### config.mk
export PLATFORM = sky130hd
export DESIGN_NAME = accum_sequencer
export DESIGN_NICKNAME = d
export VERILOG_FILES = /design/src/rtl/accum_sequencer.sv
export SDC_FILE = /design/constraint.sdc
export NUM_CORES = 1
export LEC_CHECK = 0
export CORE_MARGIN = 3
export CORE_UTILIZATION = 46
export CTS_CLUSTER_SIZE = 16
export DETAILED_ROUTE_END_ITERATION = 8
export PLACE_DENSITY_LB_ADDON = 0.12
export SLEW_MARGIN = 20
export SYNTH_ARGS = -nofsm -noshare
export SYNTH_HDL_FRONTEND = slang
export SYNTH_SLANG_ARGS = --single-unit
### constraint.sdc
create_clock -name clk -period 2.24 [get_ports clk]
set_input_delay 0.448 -clock clk [delete_from_list [all_inputs] [get_ports clk]]
set_output_delay 0.448 -clock clk [all_outputs]
set_load 0.01 [all_outputs]
### src/rtl/accum_sequencer.sv
// accum_sequencer: multi-cycle fetch/decode/execute sequencer driving one shared req/ack memory port.
// Define ACCUM_SEQ_PERF_CNT_EN to build the 16-bit retired-instruction counter; otherwise instr_retired is 0.
module accum_sequencer #(
    parameter int ADDR_W = 5,
    parameter int DATA_W = 8
) (
    input  logic              clk,
    input  logic              rst,
    input  logic              start,
    input  logic              stop,
    output logic              mem_req,
    output logic [ADDR_W-1:0] mem_addr,
    input  logic              mem_ack,
    input  logic [DATA_W-1:0] mem_rdata,
    output logic [ADDR_W-1:0] pc,
    output logic [DATA_W-1:0] ir,
    output logic [2:0]        alu_op,
    output logic [DATA_W-1:0] operand,
    output logic              ld_ac,
    output logic              busy,
    output logic [15:0]       instr_retired
);

    typedef enum logic [2:0] {
        S_IDLE,
        S_FETCH,
        S_DECODE,
        S_OPREAD,
        S_EXEC
    } state_t;

    state_t            state_q;
    logic [ADDR_W-1:0] pc_q;
    logic [DATA_W-1:0] ir_q;
    logic [2:0]        alu_op_q;
    logic [DATA_W-1:0] operand_q;
    logic              mem_req_q;
    logic [ADDR_W-1:0] mem_addr_q;
    logic              ld_ac_q;
    logic              busy_q;

    logic [2:0]        opcode_d;
    logic [ADDR_W-1:0] ir_addr_d;
    logic              is_jump_d;

    assign opcode_d  = ir_q[DATA_W-1 -: 3];
    assign ir_addr_d = ir_q[ADDR_W-1:0];
    assign is_jump_d = (opcode_d == 3'b111);

    // Outputs are registered alongside the state, so they are set on the transition into each state.
    always_ff @(posedge clk) begin
        if (rst) begin
            state_q    <= S_IDLE;
            pc_q       <= '0;
            ir_q       <= '0;
            alu_op_q   <= '0;
            operand_q  <= '0;
            mem_req_q  <= 1'b0;
            mem_addr_q <= '0;
            ld_ac_q    <= 1'b0;
            busy_q     <= 1'b0;
        end else begin
            ld_ac_q <= 1'b0;
            unique case (state_q)
                S_IDLE: begin
                    if (start && !stop) begin
                        state_q    <= S_FETCH;
                        mem_req_q  <= 1'b1;
                        mem_addr_q <= pc_q;
                        busy_q     <= 1'b1;
                    end
                end
                S_FETCH: begin
                    if (mem_ack) begin
                        ir_q      <= mem_rdata;
                        alu_op_q  <= mem_rdata[DATA_W-1 -: 3];
                        pc_q      <= pc_q + ADDR_W'(1);
                        mem_req_q <= 1'b0;
                        state_q   <= S_DECODE;
                    end
                end
                S_DECODE: begin
                    if (is_jump_d) begin
                        pc_q <= ir_addr_d;
                        if (stop) begin
                            state_q <= S_IDLE;
                            busy_q  <= 1'b0;
                        end else begin
                            state_q    <= S_FETCH;
                            mem_req_q  <= 1'b1;
                            mem_addr_q <= ir_addr_d;
                        end
                    end else begin
                        state_q    <= S_OPREAD;
                        mem_req_q  <= 1'b1;
                        mem_addr_q <= ir_addr_d;
                    end
                end
                S_OPREAD: begin
                    if (mem_ack) begin
                        operand_q <= mem_rdata;
                        mem_req_q <= 1'b0;
                        ld_ac_q   <= 1'b1;
                        state_q   <= S_EXEC;
                    end
                end
                S_EXEC: begin
                    if (stop) begin
                        state_q <= S_IDLE;
                        busy_q  <= 1'b0;
                    end else begin
                        state_q    <= S_FETCH;
                        mem_req_q  <= 1'b1;
                        mem_addr_q <= pc_q;
                    end
                end
                default: begin
                    state_q   <= S_IDLE;
                    mem_req_q <= 1'b0;
                    busy_q    <= 1'b0;
                end
            endcase
        end
    end

`ifdef ACCUM_SEQ_PERF_CNT_EN
    logic [15:0] retired_q;
    logic        retire_d;

    // A jump retires in DECODE; every other instruction retires in EXEC.
    assign retire_d = (state_q == S_EXEC) || ((state_q == S_DECODE) && is_jump_d);

    always_ff @(posedge clk) begin
        if (rst) begin
            retired_q <= '0;
        end else if (retire_d) begin
            retired_q <= retired_q + 16'd1;
        end
    end

    assign instr_retired = retired_q;
`else
    assign instr_retired = '0;
`endif

    assign mem_req  = mem_req_q;
    assign mem_addr = mem_addr_q;
    assign pc       = pc_q;
    assign ir       = ir_q;
    assign alu_op   = alu_op_q;
    assign operand  = operand_q;
    assign ld_ac    = ld_ac_q;
    assign busy     = busy_q;

endmodule

=== After elaboration in Yosys (flattened, before gate mapping) ===
Cells that the tools add are included.

* Bits in registers: 35
* Word-level logic and storage cells: 61
* Input port bits: 13
* Output and inout port bits: 48

* Reduce and logical (&&, ||, !) cells: 14
* Equality and inequality tests: 12
* Mux-type cells: 23
* Add/sub/neg operators: 1
* Bitwise gates (word level): 2

{| class="wikitable"
|+ Operators with widths
! kind !! count
|-
| $mux 5 || 6
|-
| $pmux 3 s5 || 1
|-
| $pmux 5 s3 || 1
|-
| $mux 3 || 4
|-
| $ne 2x2->1 const B || 5
|-
| $pmux 5 s2 || 1
|-
| $reduce_and 3->1 || 3
|-
| $mux 1 || 8
|-
| $pmux 1 s4 || 2
|-
| $eq 3x2->1 const B || 2
|-
| $eq 3x3->1 const B || 2
|-
| $reduce_and 2->1 || 3
|-
| $add 5x1->5 const B || 1
|-
| $reduce_and 4->1 || 1
|-
| $reduce_or 2->1 || 2
|-
| $eq 3x1->1 const B || 1
|-
| $logic_not 3->1 || 1
|-
| $ne 3x3->1 const B || 1
|-
| $reduce_bool 3->1 || 1
|-
| $ne 2x1->1 const B || 1
|-
| $not 1->1 || 2
|-
| $reduce_bool 2->1 || 1
|-
| $logic_and 1x1->1 || 1
|-
| $logic_not 1->1 || 1
|}

=== Logic depth before layout (Yosys ltp) ===
Gate-level depths: netlist of run 1.

* Depth in word-level cells: 4
* Depth in mapped cells: 6

=== Worst setup path after synthesis of run 1 ===
No wires, ideal clock.

* Path kind: reg2reg
* Start point: register ir_q[7], in the netlist ir[7]
* End point: register mem_addr_q[1], in the netlist mem_addr[1]
* Path buffers: 2
* Stages on the path, launching flop included: 7
* Required time: 2.149 ns
* Setup slack: 0.760 ns
* Clock period less this slack: 1.480 ns
* Data arrival time: 1.389 ns
* Cells stage by stage: dfxtp_1 -> and3_1 -> buf_2 -> a221oi_4 -> buf_6 -> nor2_1 -> a311oi_1

* Cells in the longest elaborated chain, start to end: 3
* Elaborated cells on any way between the ends: 5
* Classes of those cells: eq/ne (2); mux (2); reduce/logical (1)

{| class="wikitable"
|+ RTL lines
! item !! line !! text
|-
| start, declared || 34 || <nowiki>logic [DATA_W-1:0] ir_q;</nowiki>
|-
| start signal, assigned || 75 || <nowiki>ir_q <= mem_rdata;</nowiki>
|-
| $eq 3x3->1 * || 48 || <nowiki>assign is_jump_d = (opcode_d == 3'b111);</nowiki>
|-
| $ne 3x3->1 (no line) / $mux 5 (equally long branches) || - ||
|-
| $reduce_and 4->1 (no line) / $pmux 5 s3 (equally long branches) || - ||
|-
| end signal, assigned || 69 || <nowiki>mem_addr_q <= pc_q;</nowiki>
|-
| end signal, assigned || 91 || <nowiki>mem_addr_q <= ir_addr_d;</nowiki>
|-
| end signal, assigned || 96 || <nowiki>mem_addr_q <= ir_addr_d;</nowiki>
|-
| end, declared || 38 || <nowiki>logic [ADDR_W-1:0] mem_addr_q;</nowiki>
|}

Every way passes the cells marked *; elsewhere a longest branch is shown, timed or not.
A chain may end at the register's enable or synchronous reset.

=== Final worst setup path of run 1 ===
* Start point: register pc_q[0], in the netlist pc[0]
* End point: output pc[0]

{| class="wikitable"
|+ RTL lines
! item !! line !! text
|-
| start, declared || 33 || <nowiki>logic [ADDR_W-1:0] pc_q;</nowiki>
|-
| start signal, assigned || 77 || <nowiki>pc_q <= pc_q + ADDR_W'(1);</nowiki>
|-
| start signal, assigned || 84 || <nowiki>pc_q <= ir_addr_d;</nowiki>
|-
| end, declared || 15 || <nowiki>output logic [ADDR_W-1:0] pc,</nowiki>
|}

No word-level cell between the ends.

==> results of run 1 <==
## stage by stage
step / area (µm²) / power, µW / util [%] / setup slack, ns / hold slack (ns)
after detailed placement: 1930 / 812 / 61.3 / 0.185 / 0.449
after global placement: 1930 / 807 / 61.3 / 0.266 / 0.444
after CTS: 1990 / 1160 / 63.2 / 0.400 / 0.466
after global routing: 1990 / 1210 / 63.2 / 0.356 / 0.482
after floorplan: 1620 / 751 / - / 0.760 / 0.481
final: 1990 / 1140 / 63.2 / 0.408 / 0.466
## cells in the mapped netlist
master      n  area (µm²)
a211oi_1    2        15.0
a21o_1      1        7.51
a21oi_1    23         115
a221oi_4    1        26.3
a311oi_1    5        43.8
a311oi_2    1        15.0
a31oi_1     2        12.5
and2_1      1        6.26
and2b_1     2        15.0
and3_1      2        12.5
and4bb_2    1        12.5
buf_2       2        10.0
buf_4      21         158
buf_6       3        33.8
clkbuf_1    6        22.5
conb_1      1        3.75
dfxtp_1    32         641
ha_1        1        12.5
inv_1       2        7.51
mux2_2      1        11.3
nand2_1    43         161
nand2b_1    2        12.5
nand3_1     2        10.0
nand4_1     2        12.5
nand4bb_1   1        11.3
nor2_1     11        41.3
nor3_1      4        20.0
nor3b_1     2        15.0
o211ai_1    3        22.5
o21ai_0     5        25.0
o21ai_4     1        16.3
o21bai_1    1        7.51
or2_2       1        6.26
or3b_1      1        8.76
xor2_1      1        8.76
## sequential cells by signal (all words and copies together) (netlist names)
name / cells
ir: 8
operand: 8
mem_addr: 5
pc: 5
state_q: 3
busy: 1
ld_ac: 1
mem_req: 1
## power by group through the flow
stage | registers [µW] | clock network, µW | logic, µW
after detailed placement | 628 | 0 | 184
after floorplan | 628 | 0 | 123
after global placement | 626 | 0 | 181
final | 614 | 346 | 184
after global routing | 619 | 392 | 203
after CTS | 614 | 359 | 185
## routing by layer
layer,global-route usage (%),wire [µm]
met1,23.3,1530
met2,29.5,1690
met3,7.38,323
met4,4.75,27
met5,0,0
## final cells by class
| class | instances | area, µm² |
|---|---|---|
| Clock buffer | 8 | 58.8 |
| Inverter | 2 | 7.51 |
| Tap cell | 44 | 55.1 |
| Multi-Input combinational cell | 139 | 744 |
| Fill cell | 309 | 1160 |
| Sequential cell | 32 | 641 |
| Timing Repair Buffer | 50 | 485 |
## worst min-delay path, cell delays in order (launching register included)
cell	delay, ns
dfxtp_1	0.32
nand2_1	0.05
a21oi_1	0.05
## logic make-up after synthesis
family          after synthesis
fa+ha+maj                     1
xor+xnor                      1
compound gates               45
mux                           1
buf+inv                      34
other cells                   1
simple gates                 75
flops                        32
## worst paths after layout
kind                                 from                      end  slack (ns)
hold reg to reg   operand[1]$_SDFFE_PP0P_  operand[1]$_SDFFE_PP0P_        0.47
setup reg to reg  state_q[1]$_SDFFE_PP0P_       pc[0]$_SDFFE_PP0P_        0.51
setup / recovery       pc[0]$_SDFFE_PP0P_                    pc[0]        0.41
hold / removal    operand[1]$_SDFFE_PP0P_  operand[1]$_SDFFE_PP0P_        0.47
==> metrics.txt, run 1 <==
worst path buffer plus inverter count=1; mapped cell area=roughly 0.0016 mm²; DP Wirelength=around 2700 µm; placed insts=267; largest net degree at the start of global routing=33; Reg2Reg Depth=4; die area=between 0.004 and 0.005 mm²; Initial DRT Pass Iterations=4; global-route usage over all layers=18.6%; die width=around 64 µm; # hold bufs at CTS=0; unrepaired setup endpoints after global routing=no; CP startpoint kind=flop; mux contribution to synthesized area=less than 1%; power share of the sequential group=53.7%; starting density of the core=around half; CTS tree=built; vias in the first global route=around 1300; Initial DRC Count=85; Port-buffer cells=44; crit path capture type=output port; final WL=between 3000 and 4000 µm; Fin. Hold Viols=0; Synth warnings=0; average cell area after synthesis=~8 µm²; Crit Path Class=reg -> out; Pleak=0.000701 µW; largest stage delay on the critical path=between 0.5 and 0.6 ns; commonest non-fill, non-tap cell in the layout=clkdlybuf4s50_1; Vias/cell=slightly above 5; Ports=between 60 and 70; leading cell types in the layout, fill and taps excluded=clkdlybuf4s50_1, nand2_1, dfxtp_1, a21oi_1, conb_1; routed via count=1384; Post-Layout Cell Count=between 200 and 300; Sink Count=32; Crit path depth=1; first-pass GRT wire length=6050 µm; Worst-path clk slew=0.09 ns; Sw Ratio=26.7%; CP delay by family, top=buffers and inverters; Die Y-Extent=between 60 and 70 µm; Area growth syn-to-layout=27.7%; Bufs on Longest Clock Path=2; nets=between 200 and 250; Post-Synth XOR/XNOR Area=less than 1%; Required @ worst endpoint=1.79 ns; worst min-delay path category=reg -> reg; num rows=20; Cell variety after synth=35; Max VDD drop=roughly 0.4 mV; post-CTS sizing=0; post-synthesis compound-gate area fraction=about a fifth; post-CTS setup buffer count=0; skew final=about 0.0028 ns; n_diodes=0; H-Tree Level Count=2; Clk network pwr share=between 30% and 40%; GRT overflow=0; status=complete, no violations; MaxCap Viol Count=0; Slew Limit Fails=0; Routed Antenna Nets=0; critical path's slowest cell=clkdlybuf4s50_1; Int Power=838 µW; fmax=546 MHz; critical path cell sequence=clkdlybuf4s50_1; Clk Latency, worst-skew pair=about 0.33 ns; min cycle time layout=~1.8 ns; sum of negative setup slack=0 ns; Cell Pwr Density=~570 mW/mm²; DR DRC count=0; register area share after synthesis=between 40% and 50%; WL/cell=around 13 µm; largest family of logic cells by synthesized area=simple AND/OR/NAND/NOR gates; Final Cycle Share=81.8%; antenna violations before repair=0; CTS buffer count=5; WHS Path Cells=2; FF+latch count, synth=32; layout cells sized above 1=just under 8%; combinational power share=roughly 16%; cells after synthesis=190; Switching Power=~300 µW; crit-path max FO=6; Adder-Cell Fraction of Synth Area=0.802%; core box area=roughly 0.0032 mm²; Routability Congestion=0.796; simple logic cell fraction of the synthesized area=22.1%; setup violation total in the final timing report=0; CP arrival=1.38 ns; CTS Root Cell=clkbuf_4
Note: power is estimated with default switching activity, not from simulation.
==> run 2: changes to the inputs <==
--- a/config.mk
+++ b/config.mk
@@ -6,7 +6,7 @@
 export NUM_CORES = 1
 export LEC_CHECK = 0
 export CORE_MARGIN = 3
-export CORE_UTILIZATION = 46
+export CORE_UTILIZATION = 39
 export CTS_CLUSTER_SIZE = 16
 export DETAILED_ROUTE_END_ITERATION = 8
 export PLACE_DENSITY_LB_ADDON = 0.12
==> constraint.sdc (replaced) <==
create_clock -name clk -period 1.6 [get_ports clk]
set_input_delay 0.32 -clock clk [delete_from_list [all_inputs] [get_ports clk]]
set_output_delay 0.32 -clock clk [all_outputs]
set_load 0.01 [all_outputs]
==> run 2 against run 1 <==
- first-iteration DRC count decreased by 40%
- critical endpoint is now ir[4]
- sequential share of layout area decreased by 1.6 points
- sequential cell count unchanged
- combinational power increased by 57%
- cell count increased by 4.4%
- count of clock-buffer cells in the layout decreased by 1
- hold slack got worse by 0.0056 ns
- total power increased by 58%
==> metrics.txt, run 2 (synthesized netlist as in run 1, its figures left out) <==
leading cell types in the layout, fill and taps excluded=nand2_1, clkdlybuf4s50_1, dfxtp_1, a21oi_1, conb_1; Crit Path Class=reg -> out; Worst-path clk slew=0.06 ns (-0.03 ns); MaxCap Viol Count=0 (unchanged); largest stage delay on the critical path=0.56 ns (-0.03 ns); Area growth syn-to-layout=36.6%; CP arrival=1.23 ns (-0.15 ns); worst path buffer plus inverter count=1 (unchanged); post-CTS sizing=1 (+1); nets=253 (+3.7%); Final Cycle Share=a little under 100%; layout cells sized above 1=15.1% (+7.3 points); final design utilization=56.5% (-6.6 points); Post-Layout Cell Count=287 (+4.4%); Cell Pwr Density=848 mW/mm² (+48%); Overall Power=1810 µW (+58%); vias in the first global route=1456 (+14%); Max VDD drop=0.399 mV (-1.3%); WL/cell=13.6 µm (+4.8%); CTS tree=built; CTS buffer count=5 (unchanged); Required @ worst endpoint=1.28 ns (-0.51 ns); first-pass GRT wire length=6700 µm (+11%); Sink Count=32 (unchanged); Die Y-Extent=69.3 µm (+7.8%); Bufs on Longest Clock Path=2 (unchanged); worst min-delay path category=reg -> reg; pre-CTS setup slack=-0.194 ns (-0.379 ns); sum of negative setup slack=0 ns (unchanged); critical path's slowest cell=clkdlybuf4s50_1; n_diodes=0 (unchanged); Clk Latency, worst-skew pair=0.28 ns (-0.05 ns); Vias/cell=5.01 (-0.51%); placed insts=280 (+4.9%); unrepaired setup endpoints after global routing=yes; # fillers=332 (+7.4%); Initial DRC Count=51 (-40%); GRT overflow=0 (unchanged); fmax=around 650 MHz; setup violation total in the final timing report=0 (unchanged); # hold bufs at CTS=0 (unchanged); H-Tree Level Count=2 (unchanged); routed via count=1437 (+3.8%); num rows=22 (+10%); Pleak=0.000828 µW (+18%); skew final=0.00356 ns (+0.000784 ns); CTS Root Cell=clkbuf_8; DP Wirelength=2950 µm (+11%); antenna violations before repair=0 (unchanged); die width=69.3 µm (+7.8%); CP startpoint kind=flop; Routability Congestion=0.835 (+4.9%); Initial DRT Pass Iterations=4 (unchanged); min cycle time layout=1.55 ns; starting density of the core=41.4% (-8.1 points); commonest non-fill, non-tap cell in the layout=nand2_1; CP delay by family, top=buffers and inverters; final WL=3910 µm (+9.4%); crit path capture type=output port; Fin. Hold Viols=0 (unchanged); Slew Limit Fails=0 (unchanged); status=complete, no violations; critical path cell sequence=clkdlybuf4s50_1; Final Worst Setup Slack=0.0500 ns (-0.358 ns); Ports=61 (unchanged); DR DRC count=0 (unchanged); Routed Antenna Nets=0 (unchanged); largest net degree at the start of global routing=33 (unchanged); global-route usage over all layers=17.3% (-1.2 points); die area=0.00480 mm² (+16%); core box area=0.00377 mm² (+20%); Port-buffer cells=44 (unchanged); crit-path max FO=4 (-2); post-CTS setup buffer count=0 (unchanged)
-- run 2: cell type report --
| cell class | count | area [µm²] | area share, % |
|---|---|---|---|
| Inverter | 2 | 7.51 | 0.352 |
| Clock buffer | 7 | 96.3 | 4.52 |
| Multi-Input combinational cell | 139 | 744 | 34.9 |
| Tap cell | 48 | 60.1 | 2.82 |
| Timing Repair Buffer | 59 | 573 | 26.9 |
| Sequential cell | 32 | 651 | 30.5 |
-- run 2: metrics by stage --
| step | instance area [µm²] | hold slack [ns] |
|---|---|---|
| 3_5_place_dp | 2020 | 0.451 |
| 2_1_floorplan | 1620 | 0.388 |
| 6_report | 2130 | 0.461 |
| 5_1_grt | 2130 | 0.480 |
| 4_1_cts | 2120 | 0.459 |
| 3_3_place_gp | 2020 | 0.444 |
-- run 2: report_power, final --
part / leakage, µW / internal [µW] / switching [µW]
logic: 0.000514 / 147 / 141
registers: 0.000264 / 830 / 25.0
clock network: 0.0000503 / 383 / 282
-- run 2: layer usage --
| layer | track usage (%) | vias up | routed length (µm) |
|---|---|---|---|
| met5 | 0 | - | 0 |
| met4 | 7.38 | 0 | 65 |
| met3 | 6.96 | 6 | 251 |
| met2 | 28.4 | 44 | 1930 |
| met1 | 19.9 | 679 | 1660 |
| li1 | - | 708 | - |
-- run 2: path summary, 6_finish.rpt --
path                            slack (ns)                       to               startpoint  depth (start not counted)
worst min-delay path                  0.46  operand[0]$_SDFFE_PP0P_  operand[0]$_SDFFE_PP0P_                          2
worst max-delay path                  0.05                    ir[4]       ir[4]$_SDFFE_PP0P_                          1
worst min register to register        0.46  operand[0]$_SDFFE_PP0P_  operand[0]$_SDFFE_PP0P_                          2
worst max register to register        0.09       pc[4]$_SDFFE_PP0P_  state_q[1]$_SDFFE_PP0P_                          5
==> run 3: changes to the inputs <==
--- a/config.mk
+++ b/config.mk
@@ -5,8 +5,9 @@
 export SDC_FILE = /design/constraint.sdc
 export NUM_CORES = 1
 export LEC_CHECK = 0
-export CORE_MARGIN = 3
-export CORE_UTILIZATION = 39
+export CORE_MARGIN = 2
+export CORE_UTILIZATION = 40
+export CTS_BUF_LIST = sky130_fd_sc_hd__clkbuf_2 sky130_fd_sc_hd__clkbuf_4 sky130_fd_sc_hd__clkbuf_8
 export CTS_CLUSTER_SIZE = 16
 export DETAILED_ROUTE_END_ITERATION = 8
 export PLACE_DENSITY_LB_ADDON = 0.12
==> run 3 against run 2 <==
- setup slack worse by 0.034 ns
- core utilization is 2.0 points higher
- critical path depth is 5 higher
- via count is 0.70% higher
- clock power is 2% higher
- sequential power is 0.5% higher
- critical path type is now in -> reg
- critical endpoint is now mem_addr[1]$_SDFFE_PP0P_
- largest cell class unchanged
- highest routed layer unchanged
==> metrics.txt, run 3 (synthesized netlist as in run 1, its figures left out) <==
Routed Antenna Nets=0 (unchanged); largest net degree at the start of global routing=18 (-45%); Final Cycle Share=99.0% (+2.1 points); commonest non-fill, non-tap cell in the layout=nand2_1; CP startpoint kind=input port; Crit Path Class=in -> reg; Max VDD drop=0.467 mV (+17%); starting density of the core=42.0% (+0.61 points); Overall Power=1840 µW (+1.7%); Port-buffer cells=44 (unchanged); CTS tree=built; CTS buffer count=5 (unchanged); layout cells sized above 1=17.1% (+2.0 points); H-Tree Level Count=2 (unchanged); Required @ worst endpoint=1.79 ns (+0.51 ns); Reg2Reg Depth=5 (unchanged); skew final=0.00747 ns (+0.00391 ns); status=complete, no violations; reg2reg end=mem_addr[1]$_SDFFE_PP0P_; Ports=61 (unchanged); leading cell types in the layout, fill and taps excluded=nand2_1, clkdlybuf4s50_1, dfxtp_1, a21oi_1, buf_4; Placed Area=0.00201 mm² (-0.25%); Cell Pwr Density=845 mW/mm² (-0.33%); min cycle time layout=1.58 ns (+0.0341 ns); Routability Congestion=0.761 (-9.0%); Initial DRC Count=96 (+88%); GRT overflow=0 (unchanged); setup violation total in the final timing report=0 (unchanged); # hold bufs at CTS=0 (unchanged); DP Wirelength=2810 µm (-4.7%); Area growth syn-to-layout=39.4%; Pleak=0.000909 µW (+9.8%); WHS Path Cells=2 (unchanged); CTS Root Cell=clkbuf_8; nets=259 (+2.4%); antenna violations before repair=0 (unchanged); MaxCap Viol Count=0 (unchanged); Hold Crit Endpoint=operand[3]$_SDFFE_PP0P_; Worst-path clk slew=0.06 ns (about the same); Vias/cell=4.92 (-1.7%); num rows=22 (unchanged); worst min-delay path category=reg -> reg; final WL=3730 µm (-4.5%); Final Worst Setup Slack=0.0159 ns (-0.0341 ns); routed via count=1447 (+0.70%); n_diodes=0 (unchanged); Slew Limit Fails=0 (unchanged); CP arrival=1.78 ns (+0.55 ns); crit path capture type=flop; pre-CTS setup slack=-0.192 ns (+0.00236 ns); Fin. Hold Viols=0 (unchanged); reg2reg setup slack=0.06 ns (-0.03 ns); WL/cell=12.7 µm (-6.8%); design area=0.00217 mm² (+2.0%); reg2reg start=ir[6]$_SDFFE_PP0P_; core box area=0.00372 mm² (-1.5%); Sink Count=32 (unchanged); crit-path max FO=7 (+3); Clk Latency, worst-skew pair=0.28 ns (about the same); die width=66.5 µm (-4.0%); Bufs on Longest Clock Path=2 (unchanged); Die Y-Extent=66.5 µm (-4.0%); fmax=631 MHz (-2.2%); Initial DRT Pass Iterations=4 (unchanged); first-pass GRT wire length=6020 µm (-10%); DR DRC count=0 (unchanged); global-route usage over all layers=18.0% (+0.62 points); die area=0.00442 mm² (-7.9%); vias in the first global route=1342 (-7.8%); Hold Crit Start=operand[3]$_SDFFE_PP0P_
==> run 3: changes by cell type in the layout (fill, tap and decap cells not counted) <==
cell / previous run / this run
dfxtp_1: 24 / 26
clkbuf_4: 0 / 2
clkbuf_8: 7 / 6
buf_12: 1 / 0
o21bai_1: 1 / 0
clkdlybuf4s50_1: 41 / 38
buf_4: 14 / 21
dlymetal6s2s_1: 3 / 6
o21bai_2: 0 / 1
dfxtp_2: 8 / 6
==> run 3: worst max-delay path by stage <==
| stage | start | endpoint | slack, ns |
|---|---|---|---|
| 3_3_place_gp | stop | mem_addr[1]$_SDFFE_PP0P_ | -0.12 |
| 5_1_grt | stop | mem_addr[1]$_SDFFE_PP0P_ | -0.03 |
| 6_report | stop | mem_addr[1]$_SDFFE_PP0P_ | 0.02 |
| 3_5_place_dp | stop | mem_addr[0]$_SDFFE_PP0P_ | -0.19 |
| 2_1_floorplan | ir[7]$_SDFFE_PP0P_ | mem_addr[1]$_SDFFE_PP0P_ | 0.12 |
| 4_1_cts | pc[2]$_SDFFE_PP0P_ | pc[2] | 0.003 |
==> run 3: metrics by stage <==
stage	setup TNS [ns]	utilization [%]	hold WS [ns]	std cells
2_1_floorplan	0	-	0.388	205
3_3_place_gp	-0.965	54.2	0.445	281
3_5_place_dp	-1.45	54.2	0.450	281
4_1_cts	0	56.8	0.459	289
5_1_grt	-0.0593	58.5	0.484	294
6_report	0	58.5	0.456	294
==> run 3: worst max-delay path, stage by stage <==
cell	delay, ns
clkdlybuf4s50_1	0.42
o21bai_2	0.21
a221oi_4	0.39
buf_4	0.18
nor2_1	0.03
a311oi_1	0.22
==> run 3: power breakdown <==
part / total (µW) / switching (µW) / internal (µW)
clock network: 676 / 291 / 385
logic: 303 / 142 / 161
registers: 859 / 29.2 / 830
==> run 3: per-layer routing <==
metal	vias up	track usage, %	share of wire, %	wire length [µm]
met2	50	28.5	46	1710
met5	-	0	0	0
li1	723	-	-	-
met3	11	4.22	6.0	224
met1	663	22.6	46	1700
met4	0	9.18	2.6	98
==> run 3: layout make-up <==
cell class                      instances  area, µm²
Clock buffer                            8       97.6
Fill cell                             356       1540
Inverter                                2       7.51
Multi-Input combinational cell        139        748
Sequential cell                        32        648
Tap cell                               48       60.1
Timing Repair Buffer                   65        613
==> run 3: repair_timing <==
action / 4_1_cts / 5_1_grt
gates resized for setup: 1 / 12
endpoints found under the hold margin: 0 / 0
pin swaps: 0 / 2
endpoints found under the setup margin: 1 / 18
buffers inserted: 0 / 5
